--- src/rtl/scalar_wb_arbiter.sv ---
// Scalar register-file write-back arbiter: loads first, then buffered ALU results, then direct ALU.
// Build option WB_ZERO_DROP_EN: results targeting register 0 are discarded at acceptance.
module scalar_wb_arbiter #(
    parameter int unsigned DW    = 16,
    parameter int unsigned AW    = 5,
    parameter int unsigned DEPTH = 4
) (
    input  logic                     clk,
    input  logic                     rst,
    input  logic                     alu_valid,
    input  logic [AW-1:0]            alu_rd,
    input  logic [DW-1:0]            alu_wd,
    output logic                     alu_stall,
    input  logic                     ld_valid,
    input  logic [AW-1:0]            ld_rd,
    input  logic [DW-1:0]            ld_wd,
    output logic [AW-1:0]            RD,
    output logic [DW-1:0]            WD,
    output logic                     WES,
    output logic [$clog2(DEPTH):0]   pending
);

    localparam int unsigned PW = $clog2(DEPTH);
    localparam int unsigned CW = PW + 1;

`ifdef WB_ZERO_DROP_EN
    localparam bit ZERO_DROP = 1'b1;
`else
    localparam bit ZERO_DROP = 1'b0;
`endif

    logic [AW-1:0]    rd_mem_q [DEPTH];
    logic [DW-1:0]    wd_mem_q [DEPTH];
    logic [DEPTH-1:0] sq_q,    sq_d;
    logic [PW-1:0]    head_q,  head_d;
    logic [PW-1:0]    tail_q,  tail_d;
    logic [CW-1:0]    count_q, count_d;
    logic             stall_q, stall_d;
    logic [AW-1:0]    rd_q,    rd_d;
    logic [DW-1:0]    wd_q,    wd_d;
    logic             wes_q,   wes_d;

    logic ld_take;
    logic alu_take;
    logic buf_nonempty;
    logic head_sq;
    logic pop;
    logic push;
    logic direct;

    // Source selection, squash marking and buffer bookkeeping
    always_comb begin
        ld_take      = ld_valid && !(ZERO_DROP && (ld_rd == '0));
        alu_take     = alu_valid && !stall_q
                       && !(ZERO_DROP && (alu_rd == '0))
                       && !(ld_take && (alu_rd == ld_rd));
        buf_nonempty = (count_q != '0);
        head_sq      = sq_q[head_q] || (ld_take && (rd_mem_q[head_q] == ld_rd));
        // A squashed head leaves without a write, so it may drain alongside a load
        pop          = buf_nonempty && (head_sq || !ld_take);
        direct       = alu_take && !buf_nonempty && !ld_take;
        push         = alu_take && !direct;

        wes_d = 1'b0;
        rd_d  = rd_q;
        wd_d  = wd_q;
        if (ld_take) begin
            wes_d = 1'b1;
            rd_d  = ld_rd;
            wd_d  = ld_wd;
        end else if (buf_nonempty) begin
            if (!head_sq) begin
                wes_d = 1'b1;
                rd_d  = rd_mem_q[head_q];
                wd_d  = wd_mem_q[head_q];
            end
        end else if (direct) begin
            wes_d = 1'b1;
            rd_d  = alu_rd;
            wd_d  = alu_wd;
        end

        sq_d = sq_q;
        if (ld_take) begin
            for (int i = 0; i < int'(DEPTH); i++) begin
                if (rd_mem_q[i] == ld_rd) begin
                    sq_d[i] = 1'b1;
                end
            end
        end
        if (push) begin
            sq_d[tail_q] = 1'b0;
        end

        head_d  = pop  ? head_q + PW'(1) : head_q;
        tail_d  = push ? tail_q + PW'(1) : tail_q;
        count_d = count_q + CW'(push) - CW'(pop);
        stall_d = (count_d == CW'(DEPTH));
    end

    // Control and output registers
    always_ff @(posedge clk or negedge rst) begin
        if (!rst) begin
            sq_q    <= '0;
            head_q  <= '0;
            tail_q  <= '0;
            count_q <= '0;
            stall_q <= 1'b0;
            rd_q    <= '0;
            wd_q    <= '0;
            wes_q   <= 1'b0;
        end else begin
            sq_q    <= sq_d;
            head_q  <= head_d;
            tail_q  <= tail_d;
            count_q <= count_d;
            stall_q <= stall_d;
            rd_q    <= rd_d;
            wd_q    <= wd_d;
            wes_q   <= wes_d;
        end
    end

    // Payload storage; occupancy is tracked by the pointers, so no reset is needed
    always_ff @(posedge clk) begin
        if (push) begin
            rd_mem_q[tail_q] <= alu_rd;
            wd_mem_q[tail_q] <= alu_wd;
        end
    end

    assign RD        = rd_q;
    assign WD        = wd_q;
    assign WES       = wes_q;
    assign pending   = count_q;
    assign alu_stall = stall_q;

endmodule

--- config.mk ---
export PLATFORM = sky130hd
export DESIGN_NAME = scalar_wb_arbiter
export DESIGN_NICKNAME = d
export VERILOG_FILES = /design/src/rtl/scalar_wb_arbiter.sv
export SDC_FILE = /design/constraint.sdc
export NUM_CORES = 1
export LEC_CHECK = 0
export CAP_MARGIN = 30
export CORE_UTILIZATION = 55
export DETAILED_ROUTE_END_ITERATION = 8
export PLACE_DENSITY = 0.79
export SYNTH_ARGS = -nofsm -noshare
export SYNTH_HDL_FRONTEND = slang
export SYNTH_SLANG_ARGS = --single-unit
--- constraint.sdc ---
create_clock -name clk -period 3.8 [get_ports clk]
set_clock_uncertainty 0.05 [all_clocks]
set_input_delay 0.76 -clock clk [delete_from_list [all_inputs] [get_ports clk]]
set_output_delay 0.76 -clock clk [all_outputs]
set_load 0.005 [all_outputs]
==> flow_summary_export.csv <==
group,metric,value,unit
outcome,status,"complete, no violations",
cts,h-tree-depth,4,
cts,cts_tree,"built",
synthesis,syn-cell-area,5260,um2
placement,port_buffers,71,
power_and_ir_drop,netSwitchingPower,1660,uW
routing,post-route-drc-count,0,
finish,area_delta_synth_final,29.2,%
grt,grt_pass1_vias,3662,
finish,nFillCells,562,
floorplan,pin_count,72,
finish,drive_above_1_share,16.7,%
cts,cts_buffers,17,
sta,worstMarginPinSlew,0.737,ns
cts,insertion_delay,0.51,ns
floorplan,core,9240,um2
critical_path,cp_data_required_time,4.17,ns
grt,grt_pass1_wl,19000,um
placement,dp_cells,576,
synthesis,synth_top_area_share,48.0,%
grt,antenna_found_initial,0,
finish,fin_area,6790,um2
power_and_ir_drop,leakage,0.00249,uW
critical_path,cpPeakStageDelay,0.68,ns
power_and_ir_drop,powerDensity,782,nW/um2
synthesis,ys.flop_type,"edfxtp_1",
power_and_ir_drop,swShare,31.4,%
finish,stdcell_count,608,
synthesis,synth_area_leaders,"edfxtp_1, dfrtp_1, mux4_2",
cts,cts_sinks,118,
routing,wl_per_cell,19.5,um
critical_path,crit_path_start_kind,"flop",
floorplan,initial_core_util,56.9,%
synthesis,syn-num-nets,436,
power_and_ir_drop,seqPwrFrac,37.0,%
routing,drt_iter0_markers,195,
sta,relSlewSlack,50.9,%
synthesis,synth-seq-cells,118,
synthesis,syn_area_per_cell,13.7,um2
sta,grt_setup_unrepaired,"false",
routing,ant_nets,0,
synthesis,synth-async-reset-ratio,28.8,%
placement,placed_cell_area,6210,um2
job,cap_viol_max_count,0,
floorplan,rows,35,
synthesis,yosysSeqAreaShare,64.2,%
sta,period_share,90.6,%
sta,fmax,290,MHz
sta,fin_tns_setup,0,ns
synthesis,yosysMostFrequentCell,"edfxtp_1",
placement,hpwl,7720,um
min_path,min_path_type,"flop to flop",
floorplan,die_h,99.8,um
critical_path,critical_path.cell_chain,"mux4_2, xnor2_2, nand4_2, o21a_1, nor2_1, ha_1, inv_1, ha_1, fa_1, xnor2_1, xnor2_1, nor3b_1",
critical_path,critPathMaxFanout,8,
cts,clk_pin_slew,0.06,ns
critical_path,crit_arrival,3.81,ns
synthesis,synth_cell_types,35,
synthesis,yosys.area.top_type,"edfxtp_1",
cts,cts_resized,0,
cts,cts_root_buf,"clkbuf_8",
synthesis,synth_cells,383,
floorplan,dieArea,9950,um2
critical_path,critical_path_class,"flop to flop",
synthesis,synth_warnings,0,
placement,dpl_worst_slack,0.146,ns
cts,postCtsSetupBuffers,0,
routing,via_count,3447,
power_and_ir_drop,irDropWorstVdd,0.000503,V
grt,grt_start_max_net_pins,38,
sta,setup_slack,0.355,ns
sta,setup_viol,0,
synthesis,synth_common_cells,"edfxtp_1, nand2_1, a21oi_1",
floorplan,die_x,99.8,um
grt,grt_usage,26.3,%
routing,vias_per_cell,5.67,
cts,postCtsHoldBufs,0,
synthesis,synth_edf_count,84,
grt,overflow,0,
power_and_ir_drop,clockPowerShare,28.7,%
power_and_ir_drop,p_int,3640,uW
sta,finalHoldViolCount,0,
finish,num_antenna_cells,0,
placement,place_congestion,0.882,
routing,drtPass1Iterations,5,
sta,post-route-min-period,3.44,ns
critical_path,end_kind,"flop",
cts,clock_path_buffers,2,
sta,finalMaxSlewViolations,0,
finish,nets,519,
power_and_ir_drop,combPwrFrac,34.2,%
critical_path,crit_slowest_cell,"dfrtp_1",
routing,routed_wl,11800,um
## power by group through the flow
stage	combinational (uW)	clock [uW]	sequential (uW)
CTS	1830	1550	1970
detailed placement	1800	0	1990
global placement	1690	0	1970
global route	1990	1610	2000
floorplan	1130	0	1910
finish	1820	1530	1970
## worst paths after layout
| check | from | endpoint | slack, ns | cells past startpoint |
|---|---|---|---|---|
| setup reg to reg | head_q[0] | alu_stall | 0.36 | 12 |
| hold / removal | RD[2] | RD[2] | 0.43 | 2 |
| setup / recovery | head_q[0] | alu_stall | 0.36 | 12 |
| min in group asynchronous | rst | WD[2] | 0.63 | 2 |
| max in group asynchronous | rst | tail_q[1] | 2.74 | 2 |
| hold reg to reg | RD[2] | RD[2] | 0.43 | 2 |
## cell families after synthesis
family / Yosys count / share of synthesized area (%)
flops: 118 / 64.2
simple gates: 98 / 8.21
compound gates: 71 / 7.28
xor+xnor: 33 / 6.07
buf+inv: 32 / 2.64
mux: 24 / 9.81
fa+ha+maj: 7 / 1.81
## worst max-delay path, delay by kind of cell (launching register included)
| family | cells | cell delay, ns |
|---|---|---|
| multiplexers | 1 | 0.62 |
| AND/OR/NAND/NOR | 3 | 0.48 |
| adder cells (fa/ha/maj) | 3 | 0.71 |
| buffers and inverters | 1 | 0.05 |
| XOR/XNOR | 3 | 0.52 |
| flip-flops | 1 | 0.68 |
| AO/OA/AOI/OAI | 1 | 0.21 |
## registers in the layout, indices dropped and copies added (netlist names)
signal,count
pending,3
sq_q,4
wd_mem_q,64
rd_mem_q,20
alu_stall,1
WD,16
head_q,2
WES,1
tail_q,2
RD,5
## metal layers
metal / vias to the layer above / global-route usage, % / share of wire, %
li1: 1562 / - / -
met1: 1703 / 34.4 / 42
met2: 155 / 41.6 / 49
met3: 27 / 6.18 / 5.8
met4: 0 / 12.9 / 2.6
met5: - / 0 / 0
## through the flow
step | power [uW] | hold slack (ns) | utilization, %
after global placement | 3660 | 0.412 | 66.3
after global routing | 5600 | 0.452 | 73.5
final | 5310 | 0.426 | 73.5
after detailed placement | 3790 | 0.419 | 67.3
after CTS | 5340 | 0.432 | 73.5
after floorplan | 3040 | 0.407 | -
## final cells by class
class | count | area (um2) | area share (%)
Timing Repair Buffer | 89 | 901 | 13.3
Inverter | 7 | 26.3 | 0.387
Tap cell | 129 | 161 | 2.38
Sequential cell | 118 | 3370 | 49.7
Multi-Input combinational cell | 233 | 1750 | 25.8
Clock buffer | 20 | 445 | 6.56
Clock inverter | 12 | 129 | 1.90
## cell usage in the layout (no fill, tap or decap), types with 5 or more instances in the layout
cell type,instances
xor2_1,20
a31oi_1,5
and2_1,5
clkdlybuf4s50_1,71
nor2_1,13
o21ai_0,23
inv_1,7
xnor2_1,9
edfxtp_1,84
ha_1,6
nand2_1,62
a21oi_1,36
mux4_2,22
buf_4,14
nor4_1,5
dfrtp_1,34
clkbuf_16,16
Power figures use the tool's default switching activity.
==> variant (same flow settings) <==
Add a define of `WB_ZERO_DROP_EN`.
--- a/src/rtl/scalar_wb_arbiter.sv
+++ b/src/rtl/scalar_wb_arbiter.sv
@@ -2,2 +2,4 @@
 // Build option WB_ZERO_DROP_EN: results targeting register 0 are discarded at acceptance.
+`define WB_ZERO_DROP_EN
+
 module scalar_wb_arbiter #(
Check against the original RTL: not equivalent (Yosys sat finds a counterexample within 4 cycles, from zero or initial values and one cycle with rst low).
==> variant against the original RTL <==
Via count increased by 2.0%; area after synthesis increased by 2.7%; power increased by 6.5%; count of clock-buffer cells in the layout decreased by 2; cell area increased by 2.8%; wire length increased by 7.8%; setup slack got worse by 47 ps; hold slack got worse by 110 ps; sequential cell count unchanged; non-clock buffer count increased by 4; fmax decreased by 1.3%.
==> variant: results (changes against the original RTL) <==
metric	value	unit	change
vias in the first global route	3811		+4.1%
met2 wire len	6630	um	+14%
HP Class	primary input to async pin		
Total GRT Usage	27.8	%	+1.6 points
metal1 wirelength	4910	um	-1.8%
Final #Nets	525		+1.2%
status	complete, no violations		
FF+latch area	3370	sq um	about the same
worst vdd ir	454	uV	-9.7%
1st-pass router iterations	4		-1
HPWL after detailed placement	7750	um	+0.48%
share of cells above drive strength 1	17.4	%	+0.65 points
global-route wire length before repair	20200	um	+6.5%
top cells by area, synth	edfxtp_1, dfrtp_1, mux4_2		
post-synthesis sequential area ratio	62.5	%	-1.7 points
Slew @ Worst Pin	879	ps	+142 ps
post-DR wirelength/cell	20.8	um	+6.9%
largest net degree at the start of global routing	35		-7.9%
Synthesized Nets	437		+0.23%
Iter 0 DRT Violations	217		+11%
CP Max Fanout	12		+4
number of vias per cell	5.74		+1.2%
Synth top cells by count	edfxtp_1, nand2_1, dfrtp_1		
Largest register FFs	64		unchanged
WL met3	912	um	+32%
Worst EP arrival	3860	ps	+50 ps
[variant: critical path, delay by kind of cell, from the launching register on]
kind | cells | cell delay, ps
fa+ha+maj | 3 | 830
compound gates | 1 | 280
xor+xnor | 3 | 490
simple gates | 3 | 490
mux | 1 | 450
buf+inv | 1 | 40
flops | 1 | 760
[variant: path summary, 6_finish.rpt]
path	end	slack, ps	depth (start not counted)
max in group asynchronous	head_q[0]	2770	1
min	alu_stall	320	1
max	alu_stall	310	12
min reg2reg	RD[3]	450	1
min in group clk	RD[3]	450	1
max reg2reg	alu_stall	310	12
[variant: metal layers]
metal	vias to the layer above	GRT usage (%)
met5	-	0
met4	0	14.5
met3	24	5.96
met1	1739	34.0
li1	1574	-
met2	179	46.7
[variant: power by group]
part / internal (mW) / leakage [nW] / switching, mW
clock network: 1.26 / 0.317 / 0.555
logic: 0.955 / 1.12 / 0.902
registers: 1.76 / 1.16 / 0.230
[variant: layout make-up]
class / count / share of cell area, %
well taps: 129 / 2.31
multi-input cells: 219 / 26.0
inverters: 23 / 1.24
clock inverters: 13 / 3.60
clock buffers: 18 / 5.99
repair buffers: 93 / 12.5
flip-flops and latches: 118 / 48.4
[variant: stage by stage]
stage | setup slack, ps | std cells
2_1_floorplan | 156 | 384
3_3_place_gp | 65.0 | 582
3_5_place_dp | -43.5 | 582
4_1_cts | 207 | 613
5_1_grt | 154 | 613
6_report | 308 | 613
[variant: kinds of logic (layout without fill, tap and decap cells)]
kind of cell / Yosys count / count (layout) / synth area share (%)
AOI/OAI and AO/OA: 40 / 40 / 4.92
xor gates and xnor gates: 33 / 33 / 5.36
adders and majority gates: 7 / 7 / 1.76
buffers and inverters: 47 / 147 / 3.92
DFF: 118 / 118 / 62.5
muxes: 44 / 44 / 13.4
and+or+nand+nor: 95 / 95 / 8.14
[variant: timing repair]
item,CTS,global route
gates resized for setup,0,1
setup endpoints to repair,0,1
endpoints found under the hold margin,0,0
